$ cat src/rtl/m_vpp_ocp_pkg.sv
// Shared definitions for the VPP lrbiu register-bus initiator: command encodings,
// initiator FSM states, the buffered command payload and VPP register addresses.
package m_vpp_ocp_pkg;

  localparam int unsigned ADDR_W = 32;
  localparam int unsigned DATA_W = 32;

  typedef enum logic [1:0] {
    MCMD_IDLE = 2'b00,
    MCMD_WR   = 2'b01,
    MCMD_RD   = 2'b10
  } mcmd_e;

  typedef enum logic [1:0] {
    ST_IDLE   = 2'd0,
    ST_CMD    = 2'd1,
    ST_RDWAIT = 2'd2,
    ST_RSP    = 2'd3
  } state_e;

  typedef struct packed {
    logic              rd;
    logic [ADDR_W-1:0] addr;
    logic [DATA_W-1:0] data;
  } cmd_t;

  localparam int unsigned CMD_W = $bits(cmd_t);

  // VPP register map, byte addresses on the lrbiu bus
  localparam logic [ADDR_W-1:0] VPP_REG_BASE = 32'h2010_0000;
  localparam logic [ADDR_W-1:0] REG_HSCTL    = VPP_REG_BASE + 32'h0000_0000;
  localparam logic [ADDR_W-1:0] REG_HSSTAT   = VPP_REG_BASE + 32'h0000_0004;
  localparam logic [ADDR_W-1:0] REG_HSIZE    = VPP_REG_BASE + 32'h0000_0008;
  localparam logic [ADDR_W-1:0] REG_HSCOEF   = VPP_REG_BASE + 32'h0000_0010;
  localparam logic [ADDR_W-1:0] REG_VSCTL    = VPP_REG_BASE + 32'h0000_0040;
  localparam logic [ADDR_W-1:0] REG_VSIZE    = VPP_REG_BASE + 32'h0000_0048;
  localparam logic [ADDR_W-1:0] REG_VS_Y     = VPP_REG_BASE + 32'h0000_0060;
  localparam logic [ADDR_W-1:0] REG_VS_UV    = VPP_REG_BASE + 32'h0000_0064;

  function automatic mcmd_e mcmd_of(input logic rd);
    return rd ? MCMD_RD : MCMD_WR;
  endfunction

endpackage

$ cat src/rtl/m_vpp_sync_fifo.sv
// Single-clock FIFO with wrapping pointers and show-ahead read data.
module m_vpp_sync_fifo #(
  parameter int unsigned WIDTH = 65,
  parameter int unsigned DEPTH = 4,
  localparam int unsigned PTR_W = $clog2(DEPTH),
  localparam int unsigned CNT_W = $clog2(DEPTH) + 1
) (
  input  logic             clk,
  input  logic             rst,
  input  logic             push,
  input  logic             pop,
  input  logic [WIDTH-1:0] wdata,
  output logic [WIDTH-1:0] rdata,
  output logic             full,
  output logic             empty,
  output logic [CNT_W-1:0] count_next_c
);

  logic [WIDTH-1:0] mem [DEPTH];
  logic [PTR_W-1:0] wr_ptr;
  logic [PTR_W-1:0] rd_ptr;
  logic [CNT_W-1:0] count;
  logic             do_push;
  logic             do_pop;

  assign do_push      = push && !full;
  assign do_pop       = pop && !empty;
  assign full         = (count == CNT_W'(DEPTH));
  assign empty        = (count == '0);
  assign rdata        = mem[rd_ptr];
  assign count_next_c = count + CNT_W'(do_push) - CNT_W'(do_pop);

  always_ff @(posedge clk) begin
    if (rst) begin
      wr_ptr <= '0;
      rd_ptr <= '0;
      count  <= '0;
    end else begin
      if (do_push) wr_ptr <= PTR_W'(wr_ptr + PTR_W'(1));
      if (do_pop)  rd_ptr <= PTR_W'(rd_ptr + PTR_W'(1));
      count <= count_next_c;
    end
  end

  // Storage needs no reset: an entry is only read after it has been written.
  always_ff @(posedge clk) begin
    if (do_push) mem[wr_ptr] <= wdata;
  end

endmodule

$ cat src/rtl/m_vpp_reg_master.sv
// lrbiu register-bus initiator: queues host commands and issues them one at a time,
// with read-data capture, accept timeout and a sticky first-error address record.
module m_vpp_reg_master
  import m_vpp_ocp_pkg::*;
#(
  parameter int unsigned DEPTH   = 4,
  parameter int unsigned RD_LAT  = 1,
  parameter int unsigned TIMEOUT = 255
) (
  input  logic        vpp_clk,
  input  logic        vpp_rst,
  input  logic        i_cmd_valid,
  output logic        o_cmd_ready,
  input  logic        i_cmd_rd,
  input  logic [31:0] i_cmd_addr,
  input  logic [31:0] i_cmd_data,
  output logic        o_rsp_valid,
  output logic [31:0] o_rsp_data,
  output logic        o_rsp_err,
  output logic [1:0]  o_lrbiu_mcmd,
  output logic [31:0] o_lrbiu_maddr,
  output logic [31:0] o_lrbiu_mdata,
  input  logic        i_lrbiu_scmdaccept,
  input  logic [31:0] i_lrbiu_sdata,
  output logic        o_busy,
  output logic        o_err,
  output logic [31:0] o_err_addr,
  input  logic        i_err_clr
);

  localparam int unsigned TO_W  = 16;
  localparam int unsigned LAT_W = (RD_LAT > 1) ? $clog2(RD_LAT) : 1;
  localparam int unsigned CNT_W = $clog2(DEPTH) + 1;

  cmd_t             push_cmd;
  cmd_t             head;
  logic             push;
  logic             pop;
  logic             fifo_full;
  logic             fifo_empty;
  logic [CNT_W-1:0] fifo_count_next;

  state_e           state;
  logic             cur_rd;
  logic [TO_W-1:0]  to_cnt;
  logic [LAT_W-1:0] lat_cnt;
  logic             accept_c;
  logic             timeout_c;
  logic             idle_next_c;

  assign push_cmd = '{rd: i_cmd_rd, addr: i_cmd_addr, data: i_cmd_data};
  assign push     = i_cmd_valid && o_cmd_ready && !fifo_full;
  assign pop      = (state == ST_IDLE) && !fifo_empty;

  m_vpp_sync_fifo #(
    .WIDTH (CMD_W),
    .DEPTH (DEPTH)
  ) u_cmd_fifo (
    .clk          (vpp_clk),
    .rst          (vpp_rst),
    .push         (push),
    .pop          (pop),
    .wdata        (push_cmd),
    .rdata        (head),
    .full         (fifo_full),
    .empty        (fifo_empty),
    .count_next_c (fifo_count_next)
  );

  // Accept in the last allowed cycle takes priority over the abort.
  assign accept_c  = (state == ST_CMD) && i_lrbiu_scmdaccept;
  assign timeout_c = (state == ST_CMD) && !i_lrbiu_scmdaccept
                     && (to_cnt == TO_W'(TIMEOUT - 1));

  // FSM returns to IDLE next cycle: lets o_busy be registered without a lag.
  assign idle_next_c = ((state == ST_IDLE) && fifo_empty)
                    || ((state == ST_CMD) && !cur_rd && (accept_c || timeout_c))
                    || (state == ST_RSP);

  always_ff @(posedge vpp_clk) begin
    if (vpp_rst) begin
      state         <= ST_IDLE;
      cur_rd        <= 1'b0;
      to_cnt        <= '0;
      lat_cnt       <= '0;
      o_cmd_ready   <= 1'b1;
      o_rsp_valid   <= 1'b0;
      o_rsp_data    <= '0;
      o_rsp_err     <= 1'b0;
      o_lrbiu_mcmd  <= MCMD_IDLE;
      o_lrbiu_maddr <= '0;
      o_lrbiu_mdata <= '0;
      o_busy        <= 1'b0;
      o_err         <= 1'b0;
      o_err_addr    <= '0;
    end else begin
      o_rsp_valid <= 1'b0;
      o_cmd_ready <= (fifo_count_next != CNT_W'(DEPTH));
      o_busy      <= !idle_next_c || (fifo_count_next != '0);

      case (state)
        ST_IDLE: begin
          to_cnt <= '0;
          if (!fifo_empty) begin
            o_lrbiu_mcmd  <= mcmd_of(head.rd);
            o_lrbiu_maddr <= head.addr;
            o_lrbiu_mdata <= head.data;
            cur_rd        <= head.rd;
            state         <= ST_CMD;
          end
        end
        ST_CMD: begin
          if (accept_c) begin
            o_lrbiu_mcmd <= MCMD_IDLE;
            if (cur_rd) begin
              lat_cnt <= LAT_W'(RD_LAT - 1);
              state   <= ST_RDWAIT;
            end else begin
              state <= ST_IDLE;
            end
          end else if (timeout_c) begin
            o_lrbiu_mcmd <= MCMD_IDLE;
            if (cur_rd) begin
              o_rsp_valid <= 1'b1;
              o_rsp_err   <= 1'b1;
              o_rsp_data  <= '0;
              state       <= ST_RSP;
            end else begin
              state <= ST_IDLE;
            end
          end else begin
            to_cnt <= TO_W'(to_cnt + TO_W'(1));
          end
        end
        ST_RDWAIT: begin
          if (lat_cnt == '0) begin
            o_rsp_valid <= 1'b1;
            o_rsp_err   <= 1'b0;
            o_rsp_data  <= i_lrbiu_sdata;
            state       <= ST_RSP;
          end else begin
            lat_cnt <= LAT_W'(lat_cnt - LAT_W'(1));
          end
        end
        ST_RSP: begin
          state <= ST_IDLE;
        end
        default: begin
          state <= ST_IDLE;
        end
      endcase

      // Sticky error keeps the first failing address; a same-cycle timeout beats a clear.
      if (timeout_c) begin
        o_err <= 1'b1;
        if (!o_err || i_err_clr) o_err_addr <= o_lrbiu_maddr;
      end else if (i_err_clr) begin
        o_err      <= 1'b0;
        o_err_addr <= '0;
      end
    end
  end

endmodule

$ cat config.mk
export PLATFORM = sky130hd
export DESIGN_NAME = m_vpp_reg_master
export DESIGN_NICKNAME = d
export VERILOG_FILES = /design/src/rtl/m_vpp_ocp_pkg.sv /design/src/rtl/m_vpp_sync_fifo.sv /design/src/rtl/m_vpp_reg_master.sv
export SDC_FILE = /design/constraint.sdc
export NUM_CORES = 1
export LEC_CHECK = 0
export BUFFER_PORTS_ARGS = -buffer_cell sky130_fd_sc_hd__buf_4
export CELL_PAD_IN_SITES_DETAIL_PLACEMENT = 1
export CELL_PAD_IN_SITES_GLOBAL_PLACEMENT = 2
export CORE_ASPECT_RATIO = 0.8
export CORE_UTILIZATION = 43
export DETAILED_ROUTE_END_ITERATION = 10
export PLACE_DENSITY_LB_ADDON = 0.1
export SYNTH_ARGS = -nofsm -noshare
export SYNTH_HDL_FRONTEND = slang
export SYNTH_SLANG_ARGS = --single-unit
$ cat constraint.sdc
create_clock -name vpp_clk -period 8.44 [get_ports vpp_clk]
set_clock_uncertainty 0.1 [all_clocks]
set_input_delay 1.688 -clock vpp_clk [delete_from_list [all_inputs] [get_ports vpp_clk]]
set_output_delay 1.688 -clock vpp_clk [all_outputs]
set_load 0.005 [all_outputs]
# After elaboration in Yosys (flattened, before gate mapping)
# Memory sizes are Yosys's and may differ from the RTL's. A register that Yosys moved wholly into a read port is not among the register bits.
# Index checks and enable logic that the tools add are counted.
# word_totals
memories	1
register_bits	162
wordCells	118
ramBits	260
input_bits	102
output_inout_bits	135
# op_classes
mux	43
bitwise_logic	1
n_eq_ne	15
n_reduce_logical	35
n_addsub	6
# mem_list
name	words	width	read_ports	rd_clocked_by_memory_dff	write_ports	line	source
u_cmd_fifo.mem	4	65	1	1	1	m_vpp_sync_fifo.sv:19	logic [WIDTH-1:0] mem [DEPTH];
# ops
op	count
2-to-1 mux 32 bit	7
case mux 32 bit (2 select lines)	1
2-to-1 mux 16 bit	2
case mux 16 bit (2 select lines)	1
2-to-1 mux 2 bit	12
adder 16 x 1 -> 16 bit (second input constant)	1
== test 16 x 8 -> 1 bit (second input constant)	1
2-to-1 mux 1 bit	15
!= test 2 bit (second input constant)	7
AND reduction 3 bit	4
logical AND 1 bit	11
case mux 2 bit (4 select lines)	1
zero test 1 bit	6
!= test 3 bit (second input constant)	2
case mux 1 bit (2 select lines)	3
nonzero test 2 bit	3
logical OR 1 bit	5
AND reduction 5 bit	1
adder 2 x 1 -> 2 bit (second input constant)	2
== test 2 bit (second input constant)	2
case mux 2 bit (2 select lines)	1
AND reduction 2 bit	2
adder 3 x 1 -> 3 bit	1
== test 3 bit (second input constant)	1
other kinds (8)	8

# Depth between registers and ports, before layout
# Gate-level depths: netlist of run 1.
# logic_depth
depth_word	9
mapped_depth	12
ltp_nobuf	11

# By module
# From an unflattened synthesis of run 1, not the netlist that was laid out.
# unflattened
hier_cells	1053
area_unflattened_um2	15675.0
# modules_own_cells
module	seq_area_each_um2	instances	cells_each	area_each_um2
m_vpp_sync_fifo	7987.7	1	390	9895.7
m_vpp_reg_master	3083.0	1	663	5779.3

# Worst setup path before layout of run 1
# No wires, ideal clock.
# synth_timing
path_kind	input -> register
startpoint	input port i_cmd_valid
endpoint	memory u_cmd_fifo.mem[0][0], enable pin
setup_ps	430
n_path_buf	0
path_slack_ps	4194
path_stages	3
arrival_time_ps	3717
required_ps	7910
cell_sequence	nand2_1 a31oi_1 and2_1
# synth_via
elab_chain_len	5
# synth_rtl
item	line	source
from (decl)	m_vpp_reg_master.sv:12	input logic i_cmd_valid,
logical AND 1 bit (2 in series)	m_vpp_reg_master.sv:52	assign push = i_cmd_valid && o_cmd_ready && !fifo_full;
logical AND 1 bit	m_vpp_sync_fifo.sv:26	assign do_push = push && !full;
via u_cmd_fifo.do_push	m_vpp_sync_fifo.sv:23	logic do_push;
2-to-1 mux 1 bit	m_vpp_sync_fifo.sv:47	if (do_push) mem[wr_ptr] <= wdata;
2-to-1 mux 1 bit (implied by the code)	m_vpp_sync_fifo.sv:47	
to (decl)	m_vpp_sync_fifo.sv:19	
# The timed path passes the listed nets, and every way through them passes these cells.

# Worst setup path after layout of run 1
# layout_timing
startpoint	input port i_cmd_valid
endpoint	memory u_cmd_fifo.mem[3][52], enable pin
# The elaborated chain is that of the path after synthesis.

==> results of run 1 <==
synth_stat cells (4+ instances only):
cell type / number
nor2_1: 18
ha_1: 13
a21oi_1: 114
a22o_1: 32
a31oi_1: 8
clkbuf_1: 39
inv_1: 12
nor3_1: 8
nand3_1: 44
a21o_1: 4
nand2b_1: 5
buf_2: 14
mux4_2: 64
o21ai_0: 9
nand2_1: 182
and2_1: 4
and3_1: 4
or3_1: 5
dfxtp_1: 163
buf_1: 6
xnor2_1: 4
edfxtp_1: 260
nor2b_1: 8
area by class of cell:
| class | instances | area share [%] |
|---|---|---|
| antenna | 2 | 0.02607 |
| clock buffer | 60 | 6.421 |
| clock inverter | 20 | 1.154 |
| inverter | 13 | 0.2542 |
| multi-input combinational | 559 | 21.65 |
| sequential | 423 | 57.71 |
| tap | 472 | 3.077 |
| timing repair buffer | 248 | 9.700 |
cell families after synthesis:
kind of cell | synth area share, %
AO/OA/AOI/OAI | 7.244
adder cells (fa/ha/maj) | 1.175
flip-flops | 71.21
AND/OR/NAND/NOR | 8.338
XOR/XNOR | 0.2817
buffers and inverters | 2.213
multiplexers | 9.537
metal layers:
metal / part of all wire, % / vias to the layer above
met3: 4.8 / 49
met1: 45 / 4861
met2: 49 / 229
met5: 0 / -
li1: - / 4414
met4: 1.8 / 0
report_power, final:
group	total (mW)	internal (mW)	switching (mW)
Clock	1.94	1.15	0.786
Sequential	2.75	2.52	0.227
Combinational	1.32	0.608	0.711
worst reg2reg max path, cell delays in order (launching register included):
cell,delay [ns]
dfxtp_1,0.41
inv_1,0.11
ha_1,0.30
nand2b_4,0.66
inv_2,0.08
ha_1,0.31
inv_1,0.04
ha_1,0.18
fa_1,0.37
xnor2_1,0.23
a21oi_1,0.11
a21o_1,0.18
how the worst max path moves through the flow:
stage / endpoint / cells after the start
after floorplan: u_cmd_fifo.mem[0][0]$_DFFE_PP_ / 3
after global placement: u_cmd_fifo.mem[2][48]$_DFFE_PP_ / 5
after detailed placement: u_cmd_fifo.mem[3][48]$_DFFE_PP_ / 5
after CTS: u_cmd_fifo.mem[3][50]$_DFFE_PP_ / 5
after global routing: u_cmd_fifo.mem[3][31]$_DFFE_PP_ / 5
final: u_cmd_fifo.mem[3][52]$_DFFE_PP_ / 5
flip-flops by register name, indices dropped and copies added (netlist names), 3 cells and up, named ones only:
register	flops
o_rsp_data	32
to_cnt	16
o_lrbiu_mdata	32
o_lrbiu_maddr	32
u_cmd_fifo.count	3
u_cmd_fifo.mem	260
o_err_addr	32
metrics by stage:
stage          setup WS [ns]  hold WS [ns]  instances  area [µm²]
2_1_floorplan          4.194        0.3483       1060       15550
3_3_place_gp           4.302        0.3390       1715       17740
3_5_place_dp           4.205        0.3469       1715       17740
4_1_cts                4.799        0.3553       1795       19190
5_1_grt                4.748        0.3642       1795       19190
6_report               4.847        0.3517       1797       19190
==> summary.txt, run 1 <==
Floorplanning
  – Die Ht: 172.1 µm
  – Die Span X: 214.6 µm
  – IO Count: 237
  – Full die area: 36920 µm²
  – FP Rows: 61
  – Core area: 35190 µm²
  – Initial Util: 44.18%

Worst hold path
  – Hold Crit Class: flip-flop to flip-flop
  – Hold Crit Start: o_rsp_data[16]$_SDFFE_PP0P_
  – Hold EP: o_rsp_data[16]$_SDFFE_PP0P_
  – Hold Crit Depth: 2

Placement
  – Port-buffer cells: 236
  – DP HPWL: 23460 µm
  – Placer Congestion: 0.7900

Global route
  – GRT Residual Overflow: 0
  – Number of global-route vias before repair: 10043
  – Met1 usage: 27.69%
  – Initial antenna violation count: 1
  – Gr usage total: 20.39%
  – Busiest grt layer: met2
  – First-pass GRT wire length: 57980 µm
  – Met3 usage: 3.676%
  – Routing usage on met2: 33.87%
  – Pin count of the biggest net entering global routing: 68

Critical path
  – CP max stage delay: 0.63 ns
  – CP endpoint kind: flip-flop
  – Reg2Reg Depth: 11
  – Setup CP Type: primary input to flip-flop
  – Reg-to-Reg End: o_busy$_SDFF_PP0_
  – Worst-path fanout max: 40
  – CP required: 8.52 ns
  – Critical Path Start: i_cmd_valid
  – Startpoint types: primary input
  – Bufs and invs on worst path: 2
  – Most used cell, CP: buf_4
  – Family with the most delay on the worst path: buffers and inverters
  – Worst reg-to-reg setup slack: 5.26 ns
  – Crit-path cells: buf_4, nand2_1, a31oi_1, and2_4, buf_4
  – CP max-delay cell: buf_4
  – Worst EP arrival: 3.67 ns

Routing
  – DRT Pass-1 Iters: 5
  – Routed vias: 9553
  – Vias/cell: 5.316
  – Antenna Violating Nets Remaining: 0
  – Wire per inst: 20.98 µm
  – Drt drc: 0
  – DR iter-0 viols: 574
  – Routed WL: 37700 µm

Logic synthesis
  – Post-synth top area cell: edfxtp_1
  – Ys Warns: 0
  – Synth top area share: 50.22%
  – Number of synthesized flops with an enable pin: 260
  – Mapped Cells: 1060
  – Register area share after synthesis: 71.21%
  – Main synth FF type: edfxtp_1
  – Net Count, Synth: 1176
  – Mapped Area: 15550 µm²
  – Fraction of registers with async set/reset: 0%
  – Top cells by area, synth: edfxtp_1 50%, dfxtp_1 21%, mux4_2 9.3%, nand2_1 4.4%, a21oi_1 3.7%
  – Netlist cell types: 49
  – Yosys reg bits: 423
  – Mapped Avg Cell Area: 14.67 µm²

STA
  – Final Max Slew Viols: 0
  – Fin crit share: 42.58%
  – Hold Fails Final Rpt: 0
  – Max Clk Rate: 0.2783 GHz
  – Final setup viols: 0
  – Slew margin rel.: 31.87%
  – RSZ-0062 raised after global routing: no
  – Worst-Margin Slew: 1.022 ns
  – Min Tclk post-route: 3.593 ns
  – Setup_tns: 0 ns

Clock tree
  – CTS max path bufs: 3
  – CTS tree: done
  – H-tree depth: 2
  – Clk slew on worst S/H paths: 0.06 ns
  – Worst skew pair latency: 0.55 ns
  – Post-CTS Setup Inserts: 0
  – Number of hold buffers added after cts: 0
  – CTS root buf: clkbuf_16
  – CTS Buf Count: 43
  – Post-cts sizing count: 0
  – Clock sinks: 423

Final layout
  – Commonest non-fill, non-tap cell in the layout: edfxtp_1
  – Fin nets: 1404
  – Most frequent cells in the layout: 260 x edfxtp_1, 248 x buf_4, 182 x nand2_1
  – Area grow syn2layout: 23.47%
  – Sequential cell area: 11080 µm²
  – Share of cells above drive strength 1: 30.08%
  – Fillers: 3444
  – Multi-input logic area: 4156 µm²
  – Util after Layout: 54.55%

Run status
  – Outcome: completed

Power
  – PD cells: 312.6 nW/µm²
  – Leak: 6.883 nW
  – VDD IR-drop max: 175.7 µV
  – Total power: 6.001 mW

Flow run
  – Max_cap viols: 0
Note: power is estimated with default switching activity, not from simulation.
==> run 2: changes to the inputs <==
- CORE_UTILIZATION: 43 -> 36
- clock period: 8.44 -> 3 ns (I/O delays scaled with it)
==> summary.txt, run 2 (synthesis gave the netlist of run 1 again) <==
Floorplanning
  – Core area: 42250 µm²
  – Initial Util: 36.80%
  – Full die area: 44020 µm²
  – Die Span X: 234.3 µm
  – FP Rows: 67
  – IO Count: 237
  – Die Ht: 187.9 µm

Power
  – Sw frac: 29.10%
  – Cell-internal power: 12.03 mW
  – VDD IR-drop max: 465.5 µV
  – Total power: 16.97 mW
  – Leak: 6.963 nW
  – P_sw: 4.938 mW
  – Combinational share of power: 24.0%
  – Clk pwr share: 31.5%
  – Seq pwr share: 44.5%
  – PD cells: 870.1 nW/µm²

Routing
  – Wire per inst: 20.48 µm
  – DR iter-0 viols: 573
  – Vias/cell: 4.989
  – Routed WL: 38800 µm
  – Drt drc: 0
  – Routed vias: 9450
  – DRT Pass-1 Iters: 4
  – Antenna Violating Nets Remaining: 0

Final layout
  – Share of cells above drive strength 1: 30.28%
  – Commonest non-fill, non-tap cell in the layout: edfxtp_1
  – Area grow syn2layout: 25.43%
  – Fillers: 4276
  – Max reg flops: 260
  – Util after Layout: 46.15%
  – Fin nets: 1422
  – Reg with most FFs: u_cmd_fifo.mem
  – Sequential cell area: 11080 µm²
  – Multi-input logic area: 4156 µm²
  – Most frequent cells in the layout: 260 x edfxtp_1, 256 x buf_4, 182 x nand2_1

STA
  – Min Tclk post-route: 2.501 ns
  – Final setup viols: 0
  – Setup_tns: 0 ns
  – RSZ-0062 raised after global routing: no
  – Slew margin rel.: 35.43%
  – Fin crit share: 83.36%
  – Hold_ws: 0.1422 ns
  – Max Clk Rate: 0.3999 GHz
  – Hold Fails Final Rpt: 0
  – Worst-Margin Slew: 0.9686 ns
  – Final Max Slew Viols: 0

Worst hold path
  – Hold Crit Start: i_cmd_addr[11]
  – Hold Crit Class: primary input to flip-flop
  – Hold EP: u_cmd_fifo.mem[2][43]$_DFFE_PP_
  – Hold Crit Depth: 1

Global route
  – First-pass GRT wire length: 59780 µm
  – Gr usage total: 17.81%
  – Initial antenna violation count: 2
  – Number of global-route vias before repair: 9946
  – GRT Residual Overflow: 0
  – Pin count of the biggest net entering global routing: 68

Clock tree
  – H-tree depth: 2
  – CTS tree: done
  – Clk slew on worst S/H paths: 0.06 ns
  – Post-cts sizing count: 0
  – CTS max path bufs: 3
  – Clock sinks: 423
  – CTS Buf Count: 43
  – Post-CTS Setup Inserts: 0
  – Number of hold buffers added after cts: 0
  – CTS root buf: clkbuf_16
  – Worst skew pair latency: 0.55 ns

Critical path
  – Reg-to-Reg End: o_busy$_SDFF_PP0_
  – Worst reg-to-reg setup slack: 0.50 ns
  – Most used cell, CP: ha_1
  – CP max stage delay: 0.41 ns
  – Worst-path fanout max: 6
  – CP required: 3.35 ns
  – CP max-delay cell: dfxtp_1
  – Family with the most delay on the worst path: adder cells
  – CP endpoint kind: flip-flop
  – Bufs and invs on worst path: 3
  – Worst EP arrival: 2.85 ns
  – Crit-path cells: inv_1, ha_1, nand2b_4, inv_2, ha_1, inv_1, ha_1, fa_1, xnor2_1, a21oi_1, a21o_1
  – Startpoint types: flip-flop
  – Setup CP Type: flip-flop to flip-flop
  – Reg2Reg Depth: 11

Placement
  – DP HPWL: 23860 µm
  – Placer Congestion: 0.7717
  – Port-buffer cells: 236

Flow run
  – Max_cap viols: 0

Run status
  – Outcome: completed
## run 2: area by class of cell
| class | count | area share [%] |
|---|---|---|
| Multi-Input combinational cell | 559 | 21.32 |
| Antenna cell | 1 | 0.01283 |
| Inverter | 13 | 0.2502 |
| Clock inverter | 14 | 0.8598 |
| Timing Repair Buffer | 266 | 10.88 |
| Clock buffer | 66 | 6.327 |
| Sequential cell | 423 | 56.81 |
| Tap cell | 552 | 3.542 |
## run 2: per-layer routing
metal | GRT usage [%] | wire (µm)
met5 | 0 | 17
met4 | 4.665 | 753
met3 | 4.015 | 2086
met2 | 27.96 | 18260
met1 | 24.86 | 17680
## run 2: how the worst max path moves through the flow
stage	slack, ns	endpoint	start	cells past startpoint
floorplan	0.46	o_busy$_SDFF_PP0_	state[0]$_SDFFE_PP0P_	12
global placement	0.57	o_busy$_SDFF_PP0_	flip-flop	11
finish	0.50	o_busy$_SDFF_PP0_	flip-flop	11
detailed placement	0.50	o_busy$_SDFF_PP0_	flip-flop	11
global route	0.39	o_busy$_SDFF_PP0_	flip-flop	11
CTS	0.48	o_busy$_SDFF_PP0_	flip-flop	11
## run 2: stage by stage
step           setup slack (ns)  cells  area, µm²
2_1_floorplan            0.4571   1060      15550
3_3_place_gp             0.5732   1813      18100
3_5_place_dp             0.4965   1813      18100
4_1_cts                  0.4830   1893      19500
5_1_grt                  0.3931   1894      19500
6_report                 0.4991   1894      19500
## run 2: power by group through the flow
stage                     Clock, mW  Sequential (mW)  Combinational (mW)
after global routing           5.73             7.65                4.52
after CTS                      5.53             7.57                4.21
after detailed placement          0             7.68                4.20
after global placement            0             7.65                4.16
after floorplan                   0             7.55                2.39
final                          5.34             7.55                4.08
